**src/rtl/color_hist_pkg.sv**
```systemverilog
// Shared dimensions, inner-frame bounds, widths and FSM state type for color_histogram.
package color_hist_pkg;

    localparam int c_img_cols        = 160;
    localparam int c_img_rows        = 120;
    localparam int c_nb_cols         = $clog2(c_img_cols);
    localparam int c_nb_rows         = $clog2(c_img_rows);
    localparam int c_inframe_cols    = 128;
    localparam int c_inframe_rows    = 104;
    localparam int c_nb_inframe_pxls = $clog2(c_inframe_cols * c_inframe_rows);
    localparam int c_hist_bins       = 8;
    localparam int c_bin_cols        = c_inframe_cols / c_hist_bins;
    localparam int c_nb_hist_val     = $clog2(c_inframe_rows * c_bin_cols);
    localparam int c_nb_part_sum     = 13;

    localparam int c_col_first = (c_img_cols - c_inframe_cols) / 2;
    localparam int c_col_last  = c_col_first + c_inframe_cols - 1;
    localparam int c_row_first = (c_img_rows - c_inframe_rows) / 2;
    localparam int c_row_last  = c_row_first + c_inframe_rows - 1;

    localparam int c_frame_pxls   = c_img_cols * c_img_rows;
    localparam int c_nb_frame_cnt = 15;

    typedef enum logic [1:0] {
        IDLE,
        ACCUM,
        DONE
    } hist_state_t;

    function automatic logic in_inner_frame(input logic [c_nb_cols-1:0] col,
                                            input logic [c_nb_rows-1:0] row);
        return (col >= c_nb_cols'(c_col_first)) && (col <= c_nb_cols'(c_col_last)) &&
               (row >= c_nb_rows'(c_row_first)) && (row <= c_nb_rows'(c_row_last));
    endfunction

    // Only meaningful for inner-frame columns; the difference wraps otherwise.
    function automatic logic [2:0] bin_index(input logic [c_nb_cols-1:0] col);
        logic [c_nb_cols-1:0] offs;
        offs = col - c_nb_cols'(c_col_first);
        return 3'(offs >> 4);
    endfunction

endpackage

```
**src/rtl/hist_bin_counter.sv**
```systemverilog
// One histogram bin: running count with clear/increment and a snapshot register
// that captures the count including the current cycle's increment.
module hist_bin_counter
    import color_hist_pkg::*;
(
    input  logic                     clk,
    input  logic                     rst,
    input  logic                     clr,
    input  logic                     inc,
    input  logic                     load,
    output logic [c_nb_hist_val-1:0] cnt_next,
    output logic [c_nb_hist_val-1:0] snap
);

    logic [c_nb_hist_val-1:0] cnt;

    always_comb begin
        cnt_next = cnt;
        if (clr) begin
            cnt_next = '0;
        end else if (inc) begin
            cnt_next = cnt + c_nb_hist_val'(1);
        end
    end

    always_ff @(posedge clk) begin
        if (rst) begin
            cnt  <= '0;
            snap <= '0;
        end else begin
            cnt <= cnt_next;
            if (load) begin
                snap <= cnt_next;
            end
        end
    end

endmodule

```
**src/rtl/color_histogram.sv**
```systemverilog
// Inner-frame colour-pixel total and 8-bin column histogram with end-of-frame snapshot.
// Optional per-frame pixel-count check: define COLOR_HIST_FRAME_CHECK_EN to add frame_err_o.
module color_histogram
    import color_hist_pkg::*;
(
    input  logic                         clk,
    input  logic                         rst,
    input  logic                         pxl_valid_i,
    input  logic [c_nb_cols-1:0]         col_i,
    input  logic [c_nb_rows-1:0]         row_i,
    input  logic                         colorpxl_i,
    output logic [c_nb_inframe_pxls-1:0] colorpxls_o,
    output logic [c_nb_hist_val-1:0]     colorpxls_bin0_o,
    output logic [c_nb_hist_val-1:0]     colorpxls_bin1_o,
    output logic [c_nb_hist_val-1:0]     colorpxls_bin2_o,
    output logic [c_nb_hist_val-1:0]     colorpxls_bin3_o,
    output logic [c_nb_hist_val-1:0]     colorpxls_bin4_o,
    output logic [c_nb_hist_val-1:0]     colorpxls_bin5_o,
    output logic [c_nb_hist_val-1:0]     colorpxls_bin6_o,
    output logic [c_nb_hist_val-1:0]     colorpxls_bin7_o,
    output logic [c_nb_part_sum-1:0]     colorpxls_left_o,
    output logic [c_nb_part_sum-1:0]     colorpxls_rght_o,
    output logic [c_nb_part_sum-1:0]     colorpxls_bin012_o,
    output logic [c_nb_part_sum-1:0]     colorpxls_bin567_o,
    output logic [c_nb_part_sum-1:0]     colorpxls_bin01_o,
    output logic [c_nb_part_sum-1:0]     colorpxls_bin67_o,
`ifdef COLOR_HIST_FRAME_CHECK_EN
    output logic                         frame_err_o,
`endif
    output logic                         new_frame_proc_o
);

    hist_state_t state, state_nxt;

    logic frame_start;
    logic last_pxl;
    logic inner_hit;
    logic acc_clr;
    logic acc_en;
    logic snap_load;
    logic [2:0] bin_sel;

    logic [c_nb_hist_val-1:0]     bin_next [c_hist_bins];
    logic [c_nb_hist_val-1:0]     bin_snap [c_hist_bins];
    logic [c_nb_inframe_pxls-1:0] total;
    logic [c_nb_inframe_pxls-1:0] total_next;

    function automatic logic [c_nb_part_sum-1:0] widen(input logic [c_nb_hist_val-1:0] v);
        return c_nb_part_sum'(v);
    endfunction

    assign frame_start = pxl_valid_i && (col_i == '0) && (row_i == '0);
    assign last_pxl    = pxl_valid_i && (col_i == c_nb_cols'(c_img_cols - 1)) &&
                         (row_i == c_nb_rows'(c_img_rows - 1));
    assign inner_hit   = pxl_valid_i && colorpxl_i && in_inner_frame(col_i, row_i);
    assign bin_sel     = bin_index(col_i);

    always_ff @(posedge clk) begin
        if (rst) begin
            state <= IDLE;
        end else begin
            state <= state_nxt;
        end
    end

    // A frame start always re-clears, whether it opens a frame or truncates one.
    always_comb begin
        state_nxt = state;
        acc_clr   = 1'b0;
        acc_en    = 1'b0;
        snap_load = 1'b0;
        case (state)
            IDLE: begin
                if (frame_start) begin
                    acc_clr   = 1'b1;
                    state_nxt = ACCUM;
                end
            end
            ACCUM: begin
                if (frame_start) begin
                    acc_clr = 1'b1;
                end else begin
                    acc_en = inner_hit;
                    if (last_pxl) begin
                        snap_load = 1'b1;
                        state_nxt = DONE;
                    end
                end
            end
            DONE: begin
                if (frame_start) begin
                    acc_clr   = 1'b1;
                    state_nxt = ACCUM;
                end else begin
                    state_nxt = IDLE;
                end
            end
            default: state_nxt = IDLE;
        endcase
    end

    assign new_frame_proc_o = (state == DONE);

    for (genvar b = 0; b < c_hist_bins; b++) begin : g_bin
        hist_bin_counter u_bin (
            .clk      (clk),
            .rst      (rst),
            .clr      (acc_clr),
            .inc      (acc_en && (bin_sel == 3'(b))),
            .load     (snap_load),
            .cnt_next (bin_next[b]),
            .snap     (bin_snap[b])
        );
    end

    assign colorpxls_bin0_o = bin_snap[0];
    assign colorpxls_bin1_o = bin_snap[1];
    assign colorpxls_bin2_o = bin_snap[2];
    assign colorpxls_bin3_o = bin_snap[3];
    assign colorpxls_bin4_o = bin_snap[4];
    assign colorpxls_bin5_o = bin_snap[5];
    assign colorpxls_bin6_o = bin_snap[6];
    assign colorpxls_bin7_o = bin_snap[7];

    always_comb begin
        total_next = total;
        if (acc_clr) begin
            total_next = '0;
        end else if (acc_en) begin
            total_next = total + c_nb_inframe_pxls'(1);
        end
    end

    // Partial sums are built from the same next-state bin values the snapshot loads,
    // so they are valid together with the pulse.
    always_ff @(posedge clk) begin
        if (rst) begin
            total              <= '0;
            colorpxls_o        <= '0;
            colorpxls_left_o   <= '0;
            colorpxls_rght_o   <= '0;
            colorpxls_bin012_o <= '0;
            colorpxls_bin567_o <= '0;
            colorpxls_bin01_o  <= '0;
            colorpxls_bin67_o  <= '0;
        end else begin
            total <= total_next;
            if (snap_load) begin
                colorpxls_o        <= total_next;
                colorpxls_left_o   <= widen(bin_next[0]) + widen(bin_next[1]) +
                                      widen(bin_next[2]) + widen(bin_next[3]);
                colorpxls_rght_o   <= widen(bin_next[4]) + widen(bin_next[5]) +
                                      widen(bin_next[6]) + widen(bin_next[7]);
                colorpxls_bin012_o <= widen(bin_next[0]) + widen(bin_next[1]) + widen(bin_next[2]);
                colorpxls_bin567_o <= widen(bin_next[5]) + widen(bin_next[6]) + widen(bin_next[7]);
                colorpxls_bin01_o  <= widen(bin_next[0]) + widen(bin_next[1]);
                colorpxls_bin67_o  <= widen(bin_next[6]) + widen(bin_next[7]);
            end
        end
    end

`ifdef COLOR_HIST_FRAME_CHECK_EN
    logic [c_nb_frame_cnt-1:0] frame_cnt;
    logic [c_nb_frame_cnt-1:0] frame_cnt_next;
    logic                      restart;

    assign restart = (state == ACCUM) && frame_start;

    // The start pixel counts as the first pixel of the frame.
    always_comb begin
        frame_cnt_next = frame_cnt;
        if (acc_clr) begin
            frame_cnt_next = c_nb_frame_cnt'(1);
        end else if ((state == ACCUM) && pxl_valid_i) begin
            frame_cnt_next = frame_cnt + c_nb_frame_cnt'(1);
        end
    end

    always_ff @(posedge clk) begin
        if (rst) begin
            frame_cnt   <= '0;
            frame_err_o <= 1'b0;
        end else begin
            frame_cnt <= frame_cnt_next;
            if (snap_load) begin
                frame_err_o <= (frame_cnt_next != c_nb_frame_cnt'(c_frame_pxls));
            end else begin
                frame_err_o <= restart;
            end
        end
    end
`else
    // Without the frame check no per-frame pixel count is kept.
`endif

endmodule

```
**config.mk**
```make
export PLATFORM = sky130hd
export DESIGN_NAME = color_histogram
export DESIGN_NICKNAME = d
export VERILOG_FILES = /design/src/rtl/color_hist_pkg.sv /design/src/rtl/hist_bin_counter.sv /design/src/rtl/color_histogram.sv
export SDC_FILE = /design/constraint.sdc
export NUM_CORES = 1
export LEC_CHECK = 0
export ABC_AREA = 1
export CORE_UTILIZATION = 30
export CTS_BUF_LIST = sky130_fd_sc_hd__clkbuf_8 sky130_fd_sc_hd__clkbuf_16
export DETAILED_ROUTE_END_ITERATION = 8
export SLEW_MARGIN = 20
export SYNTH_ARGS = -nofsm -noshare
export SYNTH_HDL_FRONTEND = slang
export SYNTH_HIERARCHICAL = 1
export SYNTH_SLANG_ARGS = --single-unit
```
**constraint.sdc**
```tcl
create_clock -name clk -period 20.6 [get_ports clk]
set_input_delay 4.12 -clock clk [delete_from_list [all_inputs] [get_ports clk]]
set_output_delay 4.12 -clock clk [all_outputs]
set_load 0.01 [all_outputs]
```
After elaboration in Yosys (flattened, before gate mapping) --
Index checks and enable logic that the tools add are counted. W data, S select, Z words.
Word-level totals: register bits after elaboration 284, input port bits 19, output and inout port bits 181, word-level logic and storage cells 115
Cells by class: $add $sub $neg 19, magnitude comparators 4, equality and inequality tests 14, multiplexer cells 30, reductions and logical operators 23
Operators with widths (count):
- $mux W11 | 16
- $add A11 B1 Y11 const B | 8
- $add A11 B11 Y12 | 4
- $add A13 B11 Y13 | 3
- $mux W14 | 2
- $add A12 B11 Y13 | 2
- $logic_and A1 B1 Y1 | 17
- $add A14 B1 Y14 const B | 1
- $eq A3 B3 Y1 const B | 4
- $eq A8 B8 Y1 const B | 1
- $ge A8 B5 Y1 const B | 1
- $le A8 B8 Y1 const B | 1
- $logic_not A8 Y1 | 1
- $mux W1 | 8
- $eq A7 B7 Y1 const B | 1
- $ge A7 B4 Y1 const B | 1
- $le A7 B7 Y1 const B | 1
- $logic_not A7 Y1 | 1
- $sub A7 B5 Y7 const B | 1
- $eq A3 B2 Y1 const B | 2
- $mux W2 | 3
- $ne A2 B2 Y1 const B | 3
- $pmux W2 S3 | 1
- $eq A3 B1 Y1 const B | 1
- other kinds (6) | 6

Logic depth before layout (Yosys ltp) --
Gate-level depths: netlist of run 1.
depth in word-level cells 13, depth in mapped cells 44, mapped depth without buffers 42

By module --
Netlist of run 1, hierarchy kept.
By module, submodules not included:
- hist_bin_counter | times used 8, cells each 139, area an instance 1026.0 um^2, seq. area each 440.4 um^2
- color_histogram | times used 1, cells each 1091, area an instance 7777.5 um^2, seq. area each 2122.0 um^2

Worst setup path after synthesis of run 1 --
Ideal clock, no wire load.
kind in2reg, from in row_i[2], to reg colorpxls_left_o[12], setup time 109 ps, data arrival time 9926 ps, required time 20491 ps, slack 10565 ps, stages on the path 32, path buffers 0, cell sequence inv_1 > nand4_1 > nor2_1 > or3b_2 > a21oi_1 > inv_2 > nand2_1 > nor2_1 > ha_1 > a21oi_1 > nand2_1 > a21oi_1 > o21ai_0 > xor2_1 > inv_1 > ha_1 > nand2_1 > or2_2 > nand3_1 > nand2_1 > ha_1 > nand2_1 > nor2_1 > nand3_1 > nand3_1 > nand2_1 > nand2_1 > nand3_1 > nand2_1 > nand3_1 > nand2_1 > inv_1
RTL lines:
- start, declared | line color_histogram.sv:10 | input logic [c_nb_rows-1:0] row_i,
- end signal, assigned | line color_histogram.sv:150 | colorpxls_left_o <= widen(bin_next[0]) + widen(bin_next[1]) +
- end, declared | line color_histogram.sv:21 | output logic [c_nb_part_sum-1:0] colorpxls_left_o,

==> summary.md, run 1 <==
| Metric | Value |
|---|---|
| Die width | `233 µm` |
| Reg2reg start | `state[0]` |
| Yosys reg bits | `282` |
| Mapped Cells | `2203` |
| Post-synth ARST share | `0` |
| Synth warn | `6` |
| DRC Markers | `0` |
| Total gr overflow | `0` |
| Critical path endpoint category | `flop` |
| Most frequent cell after synthesis | `nand2_1` |
| CTS tree | `done` |
| Biggest cell delay along the critical path | `0.63 ns` |
| Port Buffers | `197` |
| Io pins | `200` |
| VDD IR max | `0.0393 mV` |
| Post-CTS Hold Fix Bufs | `0` |
| Via-per-instance ratio | `4.81` |
| Critical path class | `in2reg` |
| Vias in the first global route | `14300` |
| Initial Utilization | `0.304` |
| Netlist cell types | `45` |
| Syn Area/Cell | `7.26 µm²` |
| Most common library cells after synthesis | `nand2_1 (356), inv_1 (308), dfxtp_1 (282)` |
| Count of pins over their slew limit | `0` |
| Sequential area share after synthesis | `0.353` |
| Per-cell routed wire length | `16.4 µm` |
| Fmax | `0.0942 GHz` |
| Cts repair resizes | `0` |
| Hold path start | `colorpxls_o[12]` |
| Clock transition at the registers of the reported paths | `0.06 ns` |
| Period utilisation layout | `0.516` |
| Post-CTS repair timing setup buffer count | `0` |
| Outcome | `complete, no violations` |
| Reg-to-reg endpoint | `colorpxls_left_o[12]` |
| FF-to-FF path depth | `37` |
| Number of synthesized flops with an enable pin | `0` |
| Crit-path slowest cell | `nor2_2` |
| Die height | `233 µm` |
| CP Data Arrival Time | `11.06 ns` |
| Total power | `1190 µW` |
| Antenna Nets Post-Route | `0` |
| LEAKAGE | `0.00910 µW` |
| Total CTS buffers | `34` |
| PwrDens | `60.4 nW/µm²` |
| Routed WL | `50.7 mm` |
| Max_slew headroom | `0.348` |
| Post-layout nets | `2498` |
| Clock Sink Count | `282` |
| RePlAce Congestion | `0.910` |
| Skew final | `0.0189 ns` |
| Clk root buf | `clkbuf_16` |
| Worst Hold Class | `reg2reg` |
| Layout fillers | `5416` |
| Largest net degree at the start of global routing | `94` |
| Max Cap Viol | `0` |
| Area growth syn-to-layout | `23.3%` |
| Clock Path Buffers | `3` |
| Floorplan core area | `52600 µm²` |
| Cell mode on critical path | `nand2_1` |
| CP Launch Type | `input pin` |
| Crit path required time | `21.03 ns` |
| TNS Setup | `0 ns` |
| Worst-path maximum fanout | `20` |
| Worst hold stages | `2` |
| First-pass GRT wire length | `78.6 mm` |
| Worst-Margin Slew | `0.971 ns` |
| Synth Flop Type | `dfxtp_1` |
| Unrepaired setup endpoints after global routing | `no` |
| R2R setup slack | `13.80 ns` |
| Layout cells sized above 1 | `0.0863` |
| Synth area leaders | `dfxtp_1 (35%), nand2_1 (8.4%), inv_1 (7.2%)` |
| Worst hold endpoint | `colorpxls_o[12]` |
| Synth top area share | `0.353` |
| Synth area leader | `dfxtp_1` |
| Die area | `54200 µm²` |
| # H-tree levels | `2` |
| DR pass1 iterations | `5` |
| DP HPWL | `39.1 mm` |
| Initial DRC count | `999` |
| Final setup viols | `0` |
| Synth Cell Area | `16000 µm²` |
| Gr usage total | `0.185` |
| Fin crit period | `10.62 ns` |
| Clk Latency, worst-skew pair | `0.54 ns` |
| Vias after detailed routing | `14800` |
| Row count | `84` |
| Final Hold Viols | `0` |
| Initial antenna violation count | `0` |
-- registers in the layout, summed over array words and instances, names as in the netlist --
register / cells
colorpxls_bin67_o: 12
colorpxls_bin012_o: 13
colorpxls_rght_o: 13
colorpxls_o: 14
g_bin.u_bin/cnt: 88
colorpxls_left_o: 13
state: 2
g_bin.u_bin/snap: 88
total: 14
colorpxls_bin567_o: 13
colorpxls_bin01_o: 12
-- where the power goes --
| part | internal, µW | total [µW] | switching [µW] |
|---|---|---|---|
| registers | 545 | 545 | 0.000116 |
| clock network | 385 | 627 | 243 |
| logic | 4.89 | 18.2 | 13.3 |
-- logic make-up (layout without fill, tap and decap cells) --
family | after synthesis | count (layout) | share of synthesized area
compound gates | 435 | 435 | 0.150
xor+xnor | 55 | 55 | 0.0301
fa+ha+maj | 104 | 104 | 0.0941
buf+inv | 395 | 590 | 0.100
flops | 282 | 282 | 0.353
other cells | 1 | 3 | 0.000235
simple gates | 931 | 931 | 0.272
-- how the worst max path moves through the flow --
stage / startpoint / endpoint / slack (ns) / cells past startpoint
after floorplan: row_i[2] / colorpxls_left_o[12] / 10.56 / 32
after global placement: col_i[5] / colorpxls_left_o[12] / 9.75 / 39
final: col_i[5] / colorpxls_left_o[12] / 9.98 / 37
after global routing: col_i[5] / colorpxls_left_o[12] / 9.16 / 42
after detailed placement: col_i[5] / colorpxls_left_o[12] / 9.49 / 37
after CTS: col_i[5] / colorpxls_left_o[12] / 10.03 / 40
-- routing by layer --
layer | share of wire | wire length, µm | GRT usage | vias to the layer above
met5 | 0 | 0 | 0 | -
met1 | 0.47 | 23700 | 0.246 | 6890
met3 | 0.053 | 2680 | 0.0310 | 83
li1 | - | - | - | 7474
met2 | 0.45 | 22700 | 0.296 | 401
met4 | 0.033 | 1680 | 0.0748 | 0
-- cells in the final DEF, fill, tap and decap left out, drive strengths merged, types with 4 or more instances in the layout --
cell type,instances
nand2,366
inv,330
nor2,300
dfxtp,282
a21oi,198
clkdlybuf4s50,196
o21ai,195
nand3,176
ha,77
clkbuf,47
xor2,37
nor3,34
fa,27
nand4,26
xnor2,18
or2,18
a21o,11
buf,11
o21bai,8
a31oi,7
o21a,6
o211ai,6
nor4,6
clkinv,4
-- worst max-delay path, delay by kind of cell --
family | cells | cell delay (ns)
buffers and inverters | 6 | 0.92
and+or+nand+nor | 25 | 4.21
xor gates and xnor gates | 1 | 0.24
adders and majority gates | 4 | 1.39
AOI/OAI and AO/OA | 1 | 0.17
-- per-stage QoR --
stage | worst slack, ns | instance area, µm² | hold slack [ns] | cells | utilization
floorplan | 10.56 | 16000 | 0.487 | 2204 | -
global placement | 9.75 | 18500 | 0.483 | 3027 | 0.352
detailed placement | 9.49 | 18500 | 0.482 | 3027 | 0.352
CTS | 10.03 | 19700 | 0.496 | 3087 | 0.375
global route | 9.16 | 19700 | 0.534 | 3087 | 0.375
finish | 9.98 | 19700 | 0.486 | 3088 | 0.375
-- cell type report --
type / instances / area (µm²) / area share
clock buffer: 47 / 1060 / 0.0540
timing repair buffer: 207 / 2040 / 0.104
tap: 688 / 861 / 0.0437
multi-input combinational: 1527 / 8760 / 0.444
clock inverter: 13 / 119 / 0.00603
inverter: 323 / 1210 / 0.0615
antenna: 1 / 2.50 / 0.000127
sequential: 282 / 5650 / 0.286
No activity file was read; power rests on OpenSTA's default activity.
==> run 2, diff against run 1 <==
- clock period: 20.6 -> 9 ns (I/O delays scaled with it)
==> summary.md, run 2 (synthesis results as in run 1) <==
| Metric | Value |
|---|---|
| Fmax | `0.128 GHz` |
| Crit-path slowest cell | `nor2_1 (was nor2_2)` |
| Worst Hold Class | `reg2reg (unchanged)` |
| Hold path start | `colorpxls_o[8] (was colorpxls_o[12])` |
| Vias in the first global route | `14000 (was 14300)` |
| Row count | `84 (unchanged)` |
| First-pass GRT wire length | `77.0 mm (was 78.6 mm)` |
| CTS tree | `done (unchanged)` |
| Floorplan core area | `52600 µm² (unchanged)` |
| Final Hold Viols | `0 (unchanged)` |
| Worst hold endpoint | `colorpxls_o[8] (was colorpxls_o[12])` |
| CP Data Arrival Time | `8.26 ns (was 11.06 ns)` |
| Most frequent cells in the layout | `nand2_1 (356), inv_1 (312), dfxtp_1 (282) (was nand2_1 (356), inv_1 (314), dfxtp_1 (282))` |
| Total gr overflow | `0 (unchanged)` |
| FF-to-FF path depth | `39 (was 37)` |
| Gr usage total | `0.182 (was 0.185)` |
| LEAKAGE | `0.00908 µW (was 0.00910 µW)` |
| Clk Latency, worst-skew pair | `0.55 ns (was 0.54 ns)` |
| Max_slew headroom | `0.280 (was 0.348)` |
| R2R setup slack | `2.68 ns (was 13.80 ns)` |
| Post-route setup slack | `1.18 ns (was 9.98 ns)` |
| Clock transition at the registers of the reported paths | `0.06 ns (about the same)` |
| PwrDens | `138 nW/µm² (was 60.4 nW/µm²)` |
| Antenna Nets Post-Route | `0 (unchanged)` |
| Worst-path maximum fanout | `20 (unchanged)` |
| Cell mode on critical path | `nand2_1 (unchanged)` |
| Critical path endpoint category | `flop (unchanged)` |
| Initial Utilization | `0.304 (unchanged)` |
| Reg2reg start | `state[0] (unchanged)` |
| Vias after detailed routing | `14800 (about the same)` |
| Port Buffers | `197 (unchanged)` |
| DP HPWL | `38.7 mm (was 39.1 mm)` |
| Biggest cell delay along the critical path | `0.57 ns (was 0.63 ns)` |
| Die width | `233 µm (unchanged)` |
| Clock Path Buffers | `3 (unchanged)` |
| RePlAce Congestion | `0.919 (was 0.910)` |
| Layout cells sized above 1 | `0.0879 (was 0.0863)` |
| Total CTS buffers | `34 (unchanged)` |
| Post-CTS repair timing setup buffer count | `0 (unchanged)` |
| Outcome | `complete, no violations (unchanged)` |
| Area growth syn-to-layout | `23.2% (was 23.3%)` |
| Via-per-instance ratio | `4.79 (was 4.81)` |
| TNS Setup | `0 ns (unchanged)` |
| Most common cell after layout, fill and taps aside | `nand2_1 (unchanged)` |
| Unrepaired setup endpoints after global routing | `no (unchanged)` |
| Die height | `233 µm (unchanged)` |
| Critical path class | `in2reg (unchanged)` |
| Reg-to-reg endpoint | `colorpxls_left_o[12] (unchanged)` |
| Initial antenna violation count | `0 (unchanged)` |
| Clk root buf | `clkbuf_16 (unchanged)` |
| Final setup viols | `0 (unchanged)` |
| DR pass1 iterations | `5 (unchanged)` |
| Crit path required time | `9.44 ns (was 21.03 ns)` |
| VDD IR max | `0.0979 mV (was 0.0393 mV)` |
| Largest net degree at the start of global routing | `112 (was 94)` |
| Initial DRC count | `1009 (was 999)` |
| Cts repair resizes | `0 (unchanged)` |
| Final hold slack | `0.500 ns (was 0.486 ns)` |
| Max Cap Viol | `0 (unchanged)` |
| # H-tree levels | `2 (unchanged)` |
| Fin crit period | `7.82 ns` |
| CP Launch Type | `input pin (unchanged)` |
| Worst hold stages | `2 (unchanged)` |
| Worst slack, placed | `0.614 ns (was 9.49 ns)` |
| Period utilisation layout | `0.869` |
| Io pins | `200 (unchanged)` |
| Count of pins over their slew limit | `0 (unchanged)` |
| Post-layout nets | `2499 (was 2498)` |
| Routed WL | `50.0 mm (was 50.7 mm)` |
| Worst-Margin Slew | `1.08 ns (was 0.971 ns)` |
| Clock Sink Count | `282 (unchanged)` |
| Layout fillers | `5437 (was 5416)` |
| Post-CTS Hold Fix Bufs | `0 (unchanged)` |
| Skew final | `0.0205 ns (was 0.0189 ns)` |
| Biggest regs | `g_bin.u_bin/cnt: 88 flops, g_bin.u_bin/snap: 88 flops (unchanged)` |
| Per-cell routed wire length | `16.2 µm (was 16.4 µm)` |
| Die area | `54200 µm² (unchanged)` |
| DRC Markers | `0 (unchanged)` |
==> run 2: cell types whose count changed in the layout (fill, tap and decap cells not counted), sizes merged <==
| cell | previous run | this run |
|---|---|---|
| buf | 11 | 12 |
| bufinv | 2 | 3 |
| clkbuf | 47 | 42 |
| clkinv | 4 | 3 |
| clkinvlp | 0 | 4 |
| inv | 330 | 332 |
==> run 2: layout make-up <==
cell class | count | area [µm²] | area share
Tap cell | 688 | 861 | 0.0437
Multi-Input combinational cell | 1527 | 8760 | 0.445
Clock inverter | 19 | 196 | 0.00997
Inverter | 323 | 1210 | 0.0615
Sequential cell | 282 | 5650 | 0.287
Antenna cell | 1 | 2.50 | 0.000127
Timing Repair Buffer | 208 | 2050 | 0.104
Clock buffer | 42 | 972 | 0.0494
==> run 2: worst max-delay path by stage <==
stage                         from                   end  slack [ns]  cells past startpoint
after floorplan           row_i[2]  colorpxls_left_o[12]        1.28                     32
after global placement    col_i[5]  colorpxls_left_o[12]        0.79                     40
after detailed placement  col_i[5]  colorpxls_left_o[12]        0.61                     39
after CTS                 col_i[5]  colorpxls_left_o[12]        1.18                     39
after global routing      col_i[5]  colorpxls_left_o[12]        0.43                     38
final                     col_i[5]  colorpxls_left_o[12]        1.18                     39
==> run 2: critical path: cells and delay by family <==
kind	cells	cell delay, ns
AOI/OAI and AO/OA	3	0.55
xor gates and xnor gates	2	0.46
adders and majority gates	4	1.35
buffers and inverters	8	1.13
and+or+nand+nor	22	2.96
==> run 2: where the power goes <==
group | internal, µW | switching [µW]
clock | 860 | 578
combinational | 10.9 | 29.4
sequential | 1250 | 0.000264
==> run 2: routing by layer <==
metal / GRT usage / share of wire / up-vias / wire length, µm
li1: - / - / 7479 / -
met5: 0 / 0 / - / 0
met4: 0.0588 / 0.028 / 0 / 1410
met2: 0.287 / 0.45 / 371 / 22300
met3: 0.0428 / 0.061 / 70 / 3070
met1: 0.242 / 0.46 / 6876 / 23200
==> run 2: stage by stage <==
step / total power, µW / std cells / utilization / cell area [µm²]
5_1_grt: 2820 / 3089 / 0.375 / 19700
4_1_cts: 2770 / 3089 / 0.375 / 19700
2_1_floorplan: 1300 / 2204 / - / 16000
3_5_place_dp: 1320 / 3028 / 0.353 / 18500
6_report: 2730 / 3090 / 0.375 / 19700
3_3_place_gp: 1320 / 3028 / 0.353 / 18500
==> patch (settings of run 1) <==
Register the output `colorpxls_bin4_o`, with the module's reset; this adds one clock of latency there. The other outputs are not delayed to match.
--- a/src/rtl/color_histogram.sv
+++ b/src/rtl/color_histogram.sv
@@ -117,7 +117,13 @@
     assign colorpxls_bin1_o = bin_snap[1];
     assign colorpxls_bin2_o = bin_snap[2];
     assign colorpxls_bin3_o = bin_snap[3];
-    assign colorpxls_bin4_o = bin_snap[4];
+    always_ff @(posedge clk) begin
+        if (rst) begin
+            colorpxls_bin4_o <= '0;
+        end else begin
+            colorpxls_bin4_o <= bin_snap[4];
+        end
+    end
     assign colorpxls_bin5_o = bin_snap[5];
     assign colorpxls_bin6_o = bin_snap[6];
     assign colorpxls_bin7_o = bin_snap[7];
Function: changed (a bounded check fails within 4 cycles, from zero or initial values and one cycle with rst high).
==> patch against run 1 <==
- cell count grew 1.7%
- routed wire length down 3.4%
- global-route usage shrank 0.92 points
- worst setup slack gained 0.14 ns
- design area grew 2.0%
- largest power group unchanged
- synthesized cell count increased by 1.8%
- synthesized area increased by 2.1%
- critical path depth decreased by 1
- total power up 4.3%
- sequential cell count rose by 11
- die area grew 2.1%
==> patch: results (changes against run 1) <==
- Result of the run: complete, no violations
* Compound-gate portion of the synthesized area: 14.9% (-0.15 points)
- The worst voltage drop across the vdd grid was 0.0439 mV (+12%).
- Number of search-and-repair iterations in the first detailed-routing pass: 7 (+2)
- Worst Tran Pin Value: 0.971 ns (+0.000166 ns)
- The placed instance area came to 18900 µm² (+1.9%).
- Final Wtd Congestion: 0.902 (-0.91%)
- The number of inserted filler cells in the final layout came to 5597 (+3.3%).
* Nets: 2540 (+1.7%)
- The number of distinct library cells after synthesis was 43 (-4.4%).
- The clock input transition at the sequential cells of the worst setup and hold paths came to 0.06 ns (about the same).
- Static Leakage: 9.18 nW (+0.78%)
- The number of global-route vias before repair is 14400 (+0.63%).
* Met3 WL post-DR: 2810 µm (+4.9%)
- The pre-CTS worst setup slack came to 9.39 ns (-0.0988 ns).
- Layout cell share with drive strength beyond 1: 9.09% (+0.46 points)
- The total routed wire length on the met1 layer is 23600 µm (-0.25%).
- Worst Clk Skew: 0.0136 ns (-0.00528 ns)
- Seq/Total Area, Yosys: 35.9% (+0.61 points)
- The global-route met2 utilization is 27.7% (-1.9 points).
- CTS Hold Bufs: 0 (unchanged)
- The sum of met2 wire segment lengths after detailed routing is 21300 µm (-6.0%).
- The pin count of the biggest net entering global routing was 92 (-2.1%).
* Adder and majority gate portion of the synthesized area: 9.21% (-0.20 points)
- Via count: 15100 (+1.6%)
- The deepest level of the CTS H-tree is 2 (unchanged).
- Xor/xnor cell area share of the yosys netlist: 2.74% (-0.28 points)
- The met3 layer usage reported by global route was 3.34% (+0.24 points).
- WL per Instance: 15.6 µm (-5.0%)
- Cell types with the highest counts after synthesis: sky130_fd_sc_hd__nand2_1, sky130_fd_sc_hd__inv_1, sky130_fd_sc_hd__dfxtp_1, sky130_fd_sc_hd__nor2_1, sky130_fd_sc_hd__a21oi_1
* Antenna violations before repair: 2 (+2)
- Endpoint arrival time on the critical path: 10.93 ns (-0.13 ns)
- The detailed-placement wirelength estimate is 37800 µm (-3.3%).
* Crit path max fanout: 25 (+25%)
* Wire length of the first global-routing pass: 77800 µm (-0.94%)
* CTS Root Cell: sky130_fd_sc_hd__clkbuf_16
* Post-cts sizing count: 0 (unchanged)
* Initial detailed-routing violation count: 917 (-8.2%)
- Slowest stage delay, CP: 0.60 ns (-0.03 ns)
- Number of failing hold endpoints at the final stage: 0 (unchanged)
* Top cells by area in the synthesized netlist: sky130_fd_sc_hd__dfxtp_1, sky130_fd_sc_hd__nand2_1, sky130_fd_sc_hd__inv_1, sky130_fd_sc_hd__nor2_1, sky130_fd_sc_hd__ha_1
* Port-buffer cells: 197 (unchanged)
* Class of the tightest hold or removal check: flop to flop
- The met1 track demand over resource is 24.0% (-0.56 points).
- Total setup buffers inserted after CTS: 0 (unchanged)
* Number of clock buffers inserted by TritonCTS: 35 (+2.9%)
- The total routing resource utilization after global routing came to 17.6% (-0.92 points).
- The slowest stage of the critical path belongs to the cell sky130_fd_sc_hd__nor2_1.
- The highest metal layer carrying signal wires in the routed design is met5.
* Clock Latency Late Sink: roughly 0.55 ns
## patch: cell type report
class | count | area share, %
multi-input cells | 1536 | 43.7
repair buffers | 210 | 10.3
flip-flops and latches | 293 | 29.2
clock buffers | 39 | 4.74
inverters | 341 | 6.37
diodes | 1 | 0.0125
clock inverters | 24 | 1.36
well taps | 696 | 4.33
## patch: through the flow
| stage | util, % | std cells | power [mW] |
|---|---|---|---|
| 6_report | 37.3 | 3140 | 1.24 |
| 5_1_grt | 37.3 | 3139 | 1.29 |
| 4_1_cts | 37.3 | 3139 | 1.26 |
| 3_5_place_dp | 35.1 | 3076 | 0.597 |
| 3_3_place_gp | 35.1 | 3076 | 0.597 |
| 2_1_floorplan | - | 2243 | 0.589 |
## patch: kinds of logic (layout without fill, tap and decap cells)
kind of cell	after synthesis	in the layout
xor+xnor	51	51
simple gates	944	944
other cells	1	3
flops	293	293
compound gates	435	435
buf+inv	414	614
fa+ha+maj	104	104
## patch: worst paths after layout
kind | from | endpoint | slack (ns) | cells past startpoint
setup / recovery | col_i[4] | colorpxls_left_o[11] | 10.12 | 36
setup reg to reg | state[0] | colorpxls_left_o[11] | 13.98 | 35
hold reg to reg | g_bin[4].u_bin/snap[6] | colorpxls_bin4_o[6] | 0.42 | 2
hold / removal | g_bin[4].u_bin/snap[6] | colorpxls_bin4_o[6] | 0.42 | 2
## patch: worst max-delay path: cells and delay by family
family / cells / cell delay (ns)
adders and majority gates: 4 / 1.40
AOI/OAI and AO/OA: 1 / 0.17
xor gates and xnor gates: 2 / 0.45
and+or+nand+nor: 20 / 3.36
buffers and inverters: 9 / 1.41
## patch: report_power, final
group          leakage, nW  internal, mW  switching, mW
clock network        0.612         0.399          0.259
registers             2.36         0.567   0.0000000612
logic                 6.21       0.00496         0.0130
